## src/rtl/wishbone_rom_arbiter.sv

```systemverilog
// Two-master Wishbone arbiter in front of the boot/instruction ROM data port.
// Master 0 is the load/store unit, master 1 is the debug/loader port. One
// master owns the slave per Wishbone cycle. Round-robin decides contention.
// Optional build macro: WB_ARB_TIMEOUT_EN adds a stalled-strobe abort path
// that raises o_Mx_ERR after TIMEOUT_CYCLES cycles without ACK.
module wishbone_rom_arbiter #(
    parameter int unsigned DATA_WIDTH     = 32,
    parameter int unsigned ADDR_WIDTH     = 32,
    parameter int unsigned TIMEOUT_CYCLES = 16
) (
    input  logic                  i_CLK,
    input  logic                  i_RST,

    input  logic [ADDR_WIDTH-1:0] i_M0_ADDR,
    input  logic [3:0]            i_M0_SEL,
    input  logic                  i_M0_STB,
    input  logic                  i_M0_CYC,
    input  logic                  i_M0_TAGN,
    output logic [DATA_WIDTH-1:0] o_M0_DATA,
    output logic                  o_M0_ACK,
    output logic                  o_M0_ERR,
    output logic                  o_M0_TAGN,

    input  logic [ADDR_WIDTH-1:0] i_M1_ADDR,
    input  logic [3:0]            i_M1_SEL,
    input  logic                  i_M1_STB,
    input  logic                  i_M1_CYC,
    input  logic                  i_M1_TAGN,
    output logic [DATA_WIDTH-1:0] o_M1_DATA,
    output logic                  o_M1_ACK,
    output logic                  o_M1_ERR,
    output logic                  o_M1_TAGN,

    output logic [ADDR_WIDTH-1:0] o_S_ADDR,
    output logic [3:0]            o_S_SEL,
    output logic                  o_S_STB,
    output logic                  o_S_CYC,
    output logic                  o_S_TAGN,
    input  logic [DATA_WIDTH-1:0] i_S_DATA,
    input  logic                  i_S_ACK,
    input  logic                  i_S_TAGN
);

    localparam int unsigned SEL_W = 4;

    typedef enum logic [1:0] {
        IDLE = 2'd0,
        GNT0 = 2'd1,
        GNT1 = 2'd2
    } state_t;

    state_t                state;
    state_t                next_state;
    logic                  last;
    logic                  last_next;

    logic                  granted;
    logic                  owner;
    logic                  pick;
    logic [ADDR_WIDTH-1:0] own_addr;
    logic [SEL_W-1:0]      own_sel;
    logic                  own_stb;
    logic                  own_cyc;
    logic                  own_tagn;
    logic                  abort_c;

    // A zero timeout would make the abort path meaningless.
    if (TIMEOUT_CYCLES == 0) begin : g_bad_timeout
        $error("wishbone_rom_arbiter: TIMEOUT_CYCLES must be nonzero");
    end

    // Owner decode from the registered grant.
    assign granted = (state == GNT0) || (state == GNT1);
    assign owner   = (state == GNT1);

    // Request signals of whichever master currently owns the slave.
    always_comb begin
        own_addr = i_M0_ADDR;
        own_sel  = i_M0_SEL;
        own_stb  = i_M0_STB;
        own_cyc  = i_M0_CYC;
        own_tagn = i_M0_TAGN;
        if (owner) begin
            own_addr = i_M1_ADDR;
            own_sel  = i_M1_SEL;
            own_stb  = i_M1_STB;
            own_cyc  = i_M1_CYC;
            own_tagn = i_M1_TAGN;
        end
    end

    // Arbitration pick: a lone requester wins, contention goes to the master
    // that was not granted last.
    always_comb begin
        pick = i_M1_CYC;
        if (i_M0_CYC && i_M1_CYC) begin
            pick = ~last;
        end
    end

`ifdef WB_ARB_TIMEOUT_EN
    localparam int unsigned CNT_W = (TIMEOUT_CYCLES > 1) ? $clog2(TIMEOUT_CYCLES) : 1;

    logic [CNT_W-1:0] to_cnt;
    logic             stall_c;

    assign stall_c = granted & own_stb & ~i_S_ACK;
    // Abort on the TIMEOUT_CYCLES-th consecutive stalled strobe cycle.
    assign abort_c = stall_c & (to_cnt == CNT_W'(TIMEOUT_CYCLES - 1));

    // Stall counter: clears on ACK or any grant change, counts stalled strobes.
    always_ff @(posedge i_CLK) begin
        if (i_RST) begin
            to_cnt <= '0;
        end else if ((next_state != state) || i_S_ACK) begin
            to_cnt <= '0;
        end else if (stall_c) begin
            to_cnt <= to_cnt + CNT_W'(1);
        end
    end
`else
    assign abort_c = 1'b0;
`endif

    // Grant state and round-robin pointer.
    always_ff @(posedge i_CLK) begin
        if (i_RST) begin
            state <= IDLE;
            last  <= 1'b1;
        end else begin
            state <= next_state;
            last  <= last_next;
        end
    end

    // Next grant and steering of the slave port and both return paths.
    always_comb begin
        next_state = state;
        last_next  = last;

        o_S_ADDR   = '0;
        o_S_SEL    = '0;
        o_S_STB    = 1'b0;
        o_S_CYC    = 1'b0;
        o_S_TAGN   = 1'b0;

        o_M0_DATA  = '0;
        o_M0_ACK   = 1'b0;
        o_M0_ERR   = 1'b0;
        o_M0_TAGN  = 1'b0;
        o_M1_DATA  = '0;
        o_M1_ACK   = 1'b0;
        o_M1_ERR   = 1'b0;
        o_M1_TAGN  = 1'b0;

        case (state)
            IDLE: begin
                if (i_M0_CYC || i_M1_CYC) begin
                    next_state = pick ? GNT1 : GNT0;
                    last_next  = pick;
                end
            end

            GNT0, GNT1: begin
                o_S_ADDR = own_addr;
                o_S_SEL  = own_sel;
                o_S_STB  = own_stb;
                o_S_CYC  = own_cyc;
                o_S_TAGN = own_tagn;

                // Return path only to the owner; ACK gated by its own strobe.
                if (owner) begin
                    o_M1_DATA = i_S_DATA;
                    o_M1_ACK  = i_S_ACK & i_M1_STB;
                    o_M1_TAGN = i_S_TAGN;
                end else begin
                    o_M0_DATA = i_S_DATA;
                    o_M0_ACK  = i_S_ACK & i_M0_STB;
                    o_M0_TAGN = i_S_TAGN;
                end

                // Release always passes through IDLE so CYC drops between owners.
                if (!own_cyc) begin
                    next_state = IDLE;
                end

                // Stalled slave: drop the cycle and flag the owner for one cycle.
                if (abort_c && granted) begin
                    o_S_CYC    = 1'b0;
                    o_S_STB    = 1'b0;
                    next_state = IDLE;
                    if (owner) begin
                        o_M1_ERR = 1'b1;
                    end else begin
                        o_M0_ERR = 1'b1;
                    end
                end
            end

            default: begin
                next_state = IDLE;
            end
        endcase
    end

endmodule
```

## config.mk

```make
export PLATFORM = sky130hd
export DESIGN_NAME = wishbone_rom_arbiter
export DESIGN_NICKNAME = d
export VERILOG_FILES = /design/src/rtl/wishbone_rom_arbiter.sv
export SDC_FILE = /design/constraint.sdc
export NUM_CORES = 1
export LEC_CHECK = 0
export BUFFER_PORTS_ARGS = -buffer_cell sky130_fd_sc_hd__buf_2
export CORE_AREA = 2 2 87 89
export DETAILED_ROUTE_END_ITERATION = 7
export DIE_AREA = 0 0 89 91
export PLACE_DENSITY = 0.6
export SYNTH_ARGS = -nofsm -noshare
export SYNTH_HDL_FRONTEND = slang
export SYNTH_SLANG_ARGS = --single-unit
```

## constraint.sdc

```tcl
create_clock -name i_CLK -period 2.2 [get_ports i_CLK]
set_clock_uncertainty 0.2 [all_clocks]
set_input_delay 0.11 -clock i_CLK [delete_from_list [all_inputs] [get_ports i_CLK]]
set_output_delay 0.11 -clock i_CLK [all_outputs]
set_load 0.01 [all_outputs]
```

* After elaboration in Yosys (flattened, before gate mapping)
Cells that the tools add are included.
** Operators by class
- Equal/unequal tests :: 4
- Multiplexer cells :: 27
- Bitwise gates (word level) :: 3
- Reductions and logical operators :: 6
** Operators by type and width (count)
- 2-to-1 mux 32 bit :: 6
- 2-to-1 mux 1 bit :: 15
- 2-to-1 mux 4 bit :: 2
- 2-to-1 mux 2 bit :: 3
- != test 2 bit (second input constant) :: 2
- case mux 2 bit (2 select lines) :: 1
- AND reduction 2 bit :: 2
- bitwise AND 1 bit :: 2
- equality test 2 x 1 -> 1 bit (second input constant) :: 1
- equality test 2 bit (second input constant) :: 1
- zero test 2 bit :: 1
- OR reduction 2 bit :: 1
- logical AND 1 bit :: 1
- logical OR 1 bit :: 1
- inverter 1 bit :: 1
** Storage, ports and cells
- Register bits :: 3
- Bits of input ports :: 114
- Output and inout bits :: 109
- Word-level logic and storage cells :: 42

* Longest topological paths before layout
Gate-level depths: netlist of the first run.
- Depth after elaboration :: 5
- Gate-level depth with buffers :: 6
- Mapped depth without buffers :: 5

* Worst setup path before layout of the first run
Ideal clock, no wire load.
- Path kind :: register to register
- Start :: reg state[1]
- End :: reg state[1]
- Library setup time :: 133 ps
- Arrival :: 1234 ps
- Data required time :: 1867 ps
- Setup slack :: 633 ps
- Cell stages (with the launch flop) :: 7
- Path buffers :: 1
- Period minus slack after synthesis :: 1567 ps
- Path through :: dfxtp_1 inv_1 ha_1 inv_2 buf_6 nor2_1 o32ai_2
** On the way
- Cells in the longest elaborated chain, start to end :: 4
- Elaborated cells on any way between the ends :: 9
- Classes of those cells :: eq/ne: 4; mux: 2; reduce/logical: 3
** Ends and longest elaborated chain
- start: declaration :: line 52 : state_t state;
- start signal: assignment :: line 131 : state <= next_state;
- equality test 2 bit / equality test 2 x 1 -> 1 bit (equally long branches) :: line 74, 156
- 2-to-1 mux 1 bit / OR reduction 2 bit (equally long branches) :: line 83, 156
- != test 2 bit (no line)
- AND reduction 2 bit (no line)
Several ways; a longest one is shown, not always the timed one.
A chain may end at the register's enable or synchronous reset.

* Worst setup path after layout of the first run
- Start :: reg state[0]
- End :: out o_S_ADDR[15]
** On the way
- Cells in the longest elaborated chain, start to end :: 3
- Elaborated cells on any way between the ends :: 5
- Classes of those cells :: eq/ne: 2; mux: 2; reduce/logical: 1
** Ends and longest elaborated chain
- equality test 2 bit / equality test 2 x 1 -> 1 bit (equally long branches) :: line 74, 156
- 2-to-1 mux 32 bit / OR reduction 2 bit (equally long branches) :: line 83, 156
- 2-to-1 mux 32 bit (*) :: line 156 : case (state)
- end: declaration :: line 34 : output logic [ADDR_WIDTH-1:0] o_S_ADDR,
Every way passes the cells marked *; elsewhere a longest branch is shown, timed or not.

==> reports/metrics.yaml, run 1 <==
crit_type: "reg -> out"
comb_power_share_pct: 80.7
syn_area_per_cell_um2: 7.181
fp.dieH_um: 91
yosys-top-cells-area: "and2_1 (31%), mux2i_1 (29%), nor2_1 (11%)"
use_met2_pct: 23.82
grt_busiest_layer: "met2"
fmax_mhz: 494.2
post_cts_resized: 0
p_seq_share_pct: 5.9
drt_pre_antenna_iters: 4
yosys_warnings: 0
grt_pass1_wl_um: 7983
netlist_instances: 188
cap_violations: 0
rows: 31
fp.dieArea_um2: 8099
grt_util_all_layers_pct: 12.03
cts_tree: "built"
drc: 0
p_int_mw: 0.6361
use_met3_pct: 1.727
crit_fanout: 21
gp_congestion: 0.8913
grt_overflow_total: 0
dr_total_vias: 2033
port-buffer-count: 220
setup_tns_ns: 0
finalHoldViolCount: 0
grt_pass1_vias: 1786
power_density_nw_per_um2: 463.5
p_leak_nw: 1.535
die_x_um: 89
antenna_found_initial: 0
pin_count: 223
core-area_um2: 7137
r2r_cells: 6
drtIter0Drc: 25
synth_top_cell_by_area: "and2_1"
synth_top_area_share_pct: 30.58
switching_power_mw: 0.5522
crit_required_ns: 1.89
wl_per_cell_um: 11.60
whs_ns: 0.02949
crit_path_start_kind: "register"
synth.distinct_cells: 26
critPathArrivalTime_ns: 1.71
worstHoldPathType: "in -> reg"
htreeDepth: 1
yosys_register_bits: 3
power.clock.fraction_pct: 13.4
synth-edff-count: 0
rrSetupSlack_ns: 0.37
grt_max_degree: 42
cts.sinks: 3
cts_max_path_buffers: 2
worstReg2RegEnd: "state[1]"
synth_commonest_cells: "and2_1 (66), nor2_1 (40), mux2i_1 (39)"
yosysSeqAreaShare_pct: 4.449
period_share_pct: 91.97
sw_frac_of_total_pct: 46.47
crit_end: "o_S_ADDR[15]"
setup_viol: 0
slew_violations: 0
hold_path_startpoint: "i_M0_CYC"
async_reset_ff_share_pct: 0
irDropWorstVdd_v: 0.0003788
detail-route-antenna-nets: 0
fin_crit_ns: 2.023
routed_wl_um: 5800
cts_buffers: 3
clock-root-buffer: "clkbuf_8"
hpwl_um: 5000
initial_core_util_pct: 18.92
area_growth_pct: 89.90
cp-startpoint: "state[0]"
n_antenna_cell: 0
grt_setup_unrepaired: "false"
synth_area_um2: 1350
cp-end-kind: "output pin"
vias_per_cell: 4.066
drive_gt1_share_pct: 57.86
ys.flop_type: "dfxtp_1"
status: "complete, no violations"
yosys.cell_count.top_type: "and2_1"
timing.rr.start: "state[1]"
cts.clk_slew.worst_paths_ns: 0.03
clock_latency_ns: 0.21
use_met1_pct: 13.16
finalNetCount: 519
==> what timing repair did <==
action | in CTS | in global routing
setup endpoints to repair | 0 | 0
buffers inserted | 0 | 0
hold buffers | 1 | 0
endpoints found under the hold margin | 2 | 0
==> critical path, stage by stage (launching register included) <==
cell and delay (ns):
dfxtp_1 0.30, inv_1 0.14, ha_4 0.37, buf_12 0.23
mux2i_1 0.26, nor2_1 0.05, buf_2 0.14
==> worst min path at each step <==
| stage | to | slack (ns) | cells past startpoint |
|---|---|---|---|
| final | last | 0.03 | 3 |
| after CTS | last | 0.03 | 3 |
| after detailed placement | last | 0.17 | 2 |
| after global routing | last | 0.05 | 3 |
| after floorplan | last | 0.01 | 1 |
| after global placement | last | 0.18 | 2 |
==> cells by family (layout without fill, tap and decap cells) <==
kind of cell	after synthesis	count (layout)	synth area share, %
other	1	2	0.2778
buffers and inverters	21	233	12.23
muxes	39	39	28.92
and+or+nand+nor	116	116	47.73
AOI/OAI and AO/OA	5	5	3.615
DFF	3	3	4.449
adders and majority gates	3	3	2.781
==> cell usage in the layout, fill, tap and decap left out, types with 2 or more instances in the layout <==
master      n
ha_1        2
dfxtp_1     3
conb_1      2
nor2_1     40
buf_2     220
and2_1     66
clkbuf_8    3
nand2_1     3
buf_12      3
inv_1       3
mux2i_1    39
==> power groups by stage <==
stage	sequential (mW)	clock, mW	combinational [mW]
global placement	0.0702	0	0.960
finish	0.0701	0.159	0.959
detailed placement	0.0708	0	0.970
global route	0.0713	0.166	1.06
CTS	0.0704	0.163	0.975
floorplan	0.0687	0	0.599
==> area by class of cell <==
| class | instances | area [µm²] |
|---|---|---|
| clock buffers | 4 | 45.04 |
| fillers | 804 | 4573 |
| inverters | 4 | 15.01 |
| multi-input cells | 165 | 1141 |
| flip-flops and latches | 3 | 60.06 |
| well taps | 99 | 123.9 |
| repair buffers | 225 | 1179 |
==> sequential cells by signal, indices dropped and copies added, names as in the netlist <==
register / count
last: 1
state: 2
==> through the flow <==
stage          cell area (µm²)  util [%]  setup slack [ns]  power [mW]  std cells
6_report                  2564     35.92            0.1766       1.188        500
4_1_cts                   2564     35.92            0.1358       1.208        500
5_1_grt                   2564     35.92           0.01374       1.295        500
3_3_place_gp              2509     35.15            0.4126       1.031        495
3_5_place_dp              2509     35.15            0.3694       1.041        495
2_1_floorplan             1354         -            0.6326      0.6677        189
==> metal layers <==
layer	share of wire [%]	up-vias
li1	-	1029
met1	38	872
met2	52	126
met3	9.3	6
met4	0.91	0
met5	0	-
No activity file was read; power rests on OpenSTA's default activity.
==> run 2: changes to the inputs <==
- SETUP_SLACK_MARGIN: default -> 0.2
==> run 2 against run 1 <==
Setup slack better by 0.098 ns. Sequential share of layout area is 0.065 points lower. Critical path depth stayed put. Worst hold slack better by 0.0013 ns. First-iteration DRC count is 20% higher. Clock-buffer cell count stayed put. Utilization is 1.8 points higher. Flip-flop and latch count stayed put. Critical path type unchanged. Critical endpoint is now o_M1_ACK. Largest cell class unchanged.
==> reports/metrics.yaml, run 2 (synthesis results as in run 1) <==
clock-root-buffer: "clkbuf_8"
area_growth_pct: 99.35
p_leak_nw: 1.592
critical_path.max_stage_delay_ns: 0.35
cap_violations: 0
vias_per_cell: 4.118
place_area_um2: 2509
finalPower_mw: 1.310
place_inst: 495
cts.clk_slew.worst_paths_ns: 0.03
p_int_mw: 0.7117
fp.dieH_um: 91
mostFrequentLayoutCell: "buf_2"
routed_wl_um: 6270
finalNetCount: 528
final_cell_mix: "buf_2 (220), and2_1 (66), nor2_1 (40), mux2i_1 (38), buf_4 (6)"
setup_viol: 0
critPathArrivalTime_ns: 1.62
clock_latency_ns: 0.21
largest_registers: "state (2), last (1)"
rows: 31
multiInputGateArea_um2: 1180
period_share_pct: 87.53
antenna_found_initial: 0
setup_tns_ns: 0
gp_congestion: 0.8913
power_density_nw_per_um2: 486.8
fmax_mhz: 519.3
drt_pre_antenna_iters: 4
crit_required_ns: 1.89
fin_crit_ns: 1.926
p_seq_share_pct: 5.4
grt_util_all_layers_pct: 12.12
largest_register_ffs: 2
slowest_stage: "dfxtp_2"
crit_path_start_kind: "register"
fin_cells: 509
finalHoldViolCount: 0
grt_setup_unrepaired: "false"
drive_gt1_share_pct: 59.76
postLayoutCellArea_um2: 2691
wl_per_cell_um: 12.32
drtIter0Drc: 30
n_antenna_cell: 0
core-area_um2: 7137
pin_count: 223
status: "complete, no violations"
die_x_um: 89
area.sequential_um2: 61.31
cp-end-kind: "output pin"
cts_max_path_buffers: 2
comb_power_share_pct: 82.5
htreeDepth: 1
grt_overflow_total: 0
cts_tree: "built"
grt_pass1_vias: 1804
detail-route-antenna-nets: 0
crit_fanout: 20
grt_max_degree: 42
hpwl_um: 5000
fp.dieArea_um2: 8099
worstHoldPathType: "in -> reg"
port-buffer-count: 220
crit_type: "reg -> out"
drc: 0
irDropWorstVdd_v: 0.0003538
initial_core_util_pct: 18.92
grt_pass1_wl_um: 8024
cts_buffers: 3
fill_cells: 791
switching_power_mw: 0.5985
power.clock.fraction_pct: 12.0
slew_violations: 0
cts.sinks: 3
top_register: "state"
cp_cell_sequence: "inv_1 > ha_4 > clkinv_4 > clkbuf_16 > nor3_1 > buf_2"
sw_frac_of_total_pct: 45.68
dr_total_vias: 2096
-- run 2: metal layers --
metal  wire (µm)  global-route usage [%]  up-vias
met5           0                       0        -
met4          53                   2.114        0
met3         527                   1.727        6
met2        3301                   24.00      126
met1        2388                   13.26      911
li1            -                       -     1053
-- run 2: power groups by stage --
| stage | logic, mW | clock network, mW | registers (mW) |
|---|---|---|---|
| 3_3_place_gp | 0.960 | 0 | 0.0702 |
| 2_1_floorplan | 0.599 | 0 | 0.0687 |
| 5_1_grt | 1.19 | 0.166 | 0.0723 |
| 6_report | 1.08 | 0.158 | 0.0712 |
| 4_1_cts | 0.983 | 0.163 | 0.0706 |
| 3_5_place_dp | 0.970 | 0 | 0.0708 |
-- run 2: timing repair --
action | in CTS | in global routing
cloned | 0 | 3
hold buffers | 1 | 0
gates resized for setup | 0 | 7
pin swaps | 1 | 3
endpoints found under the setup margin | 12 | 36
hold endpoints to repair | 2 | 0
setup buffers | 3 | 3
-- run 2: layout make-up --
class	instances	share of cell area, %
Timing Repair Buffer	232	46.86
Multi-Input combinational cell	167	43.84
Tap cell	99	4.603
Sequential cell	3	2.278
Clock buffer	4	1.674
Inverter	4	0.7438
-- run 2: path summary, 6_finish.rpt --
kind | start | to | slack [ns] | depth (start not counted)
min | i_M0_CYC | last | 0.03 | 3
max | state[1] | o_M1_ACK | 0.27 | 6
max reg2reg | state[1] | state[1] | 0.51 | 6
min reg2reg | state[0] | state[0] | 0.29 | 2
-- run 2: critical path: cells and delay by family, from the launching register on --
| kind | cells | cell delay, ns |
|---|---|---|
| adder cells (fa/ha/maj) | 1 | 0.29 |
| buffers and inverters | 4 | 0.59 |
| flip-flops | 1 | 0.35 |
| AND/OR/NAND/NOR | 1 | 0.17 |
-- run 2: metrics by stage --
stage | hold slack, ns | utilization, % | setup slack, ns
floorplan | 0.01482 | - | 0.6326
global placement | 0.1820 | 35.15 | 0.4126
detailed placement | 0.1748 | 35.15 | 0.3694
CTS | 0.02568 | 36.24 | 0.1650
global route | 0.04765 | 37.71 | 0.2192
finish | 0.03075 | 37.71 | 0.2744
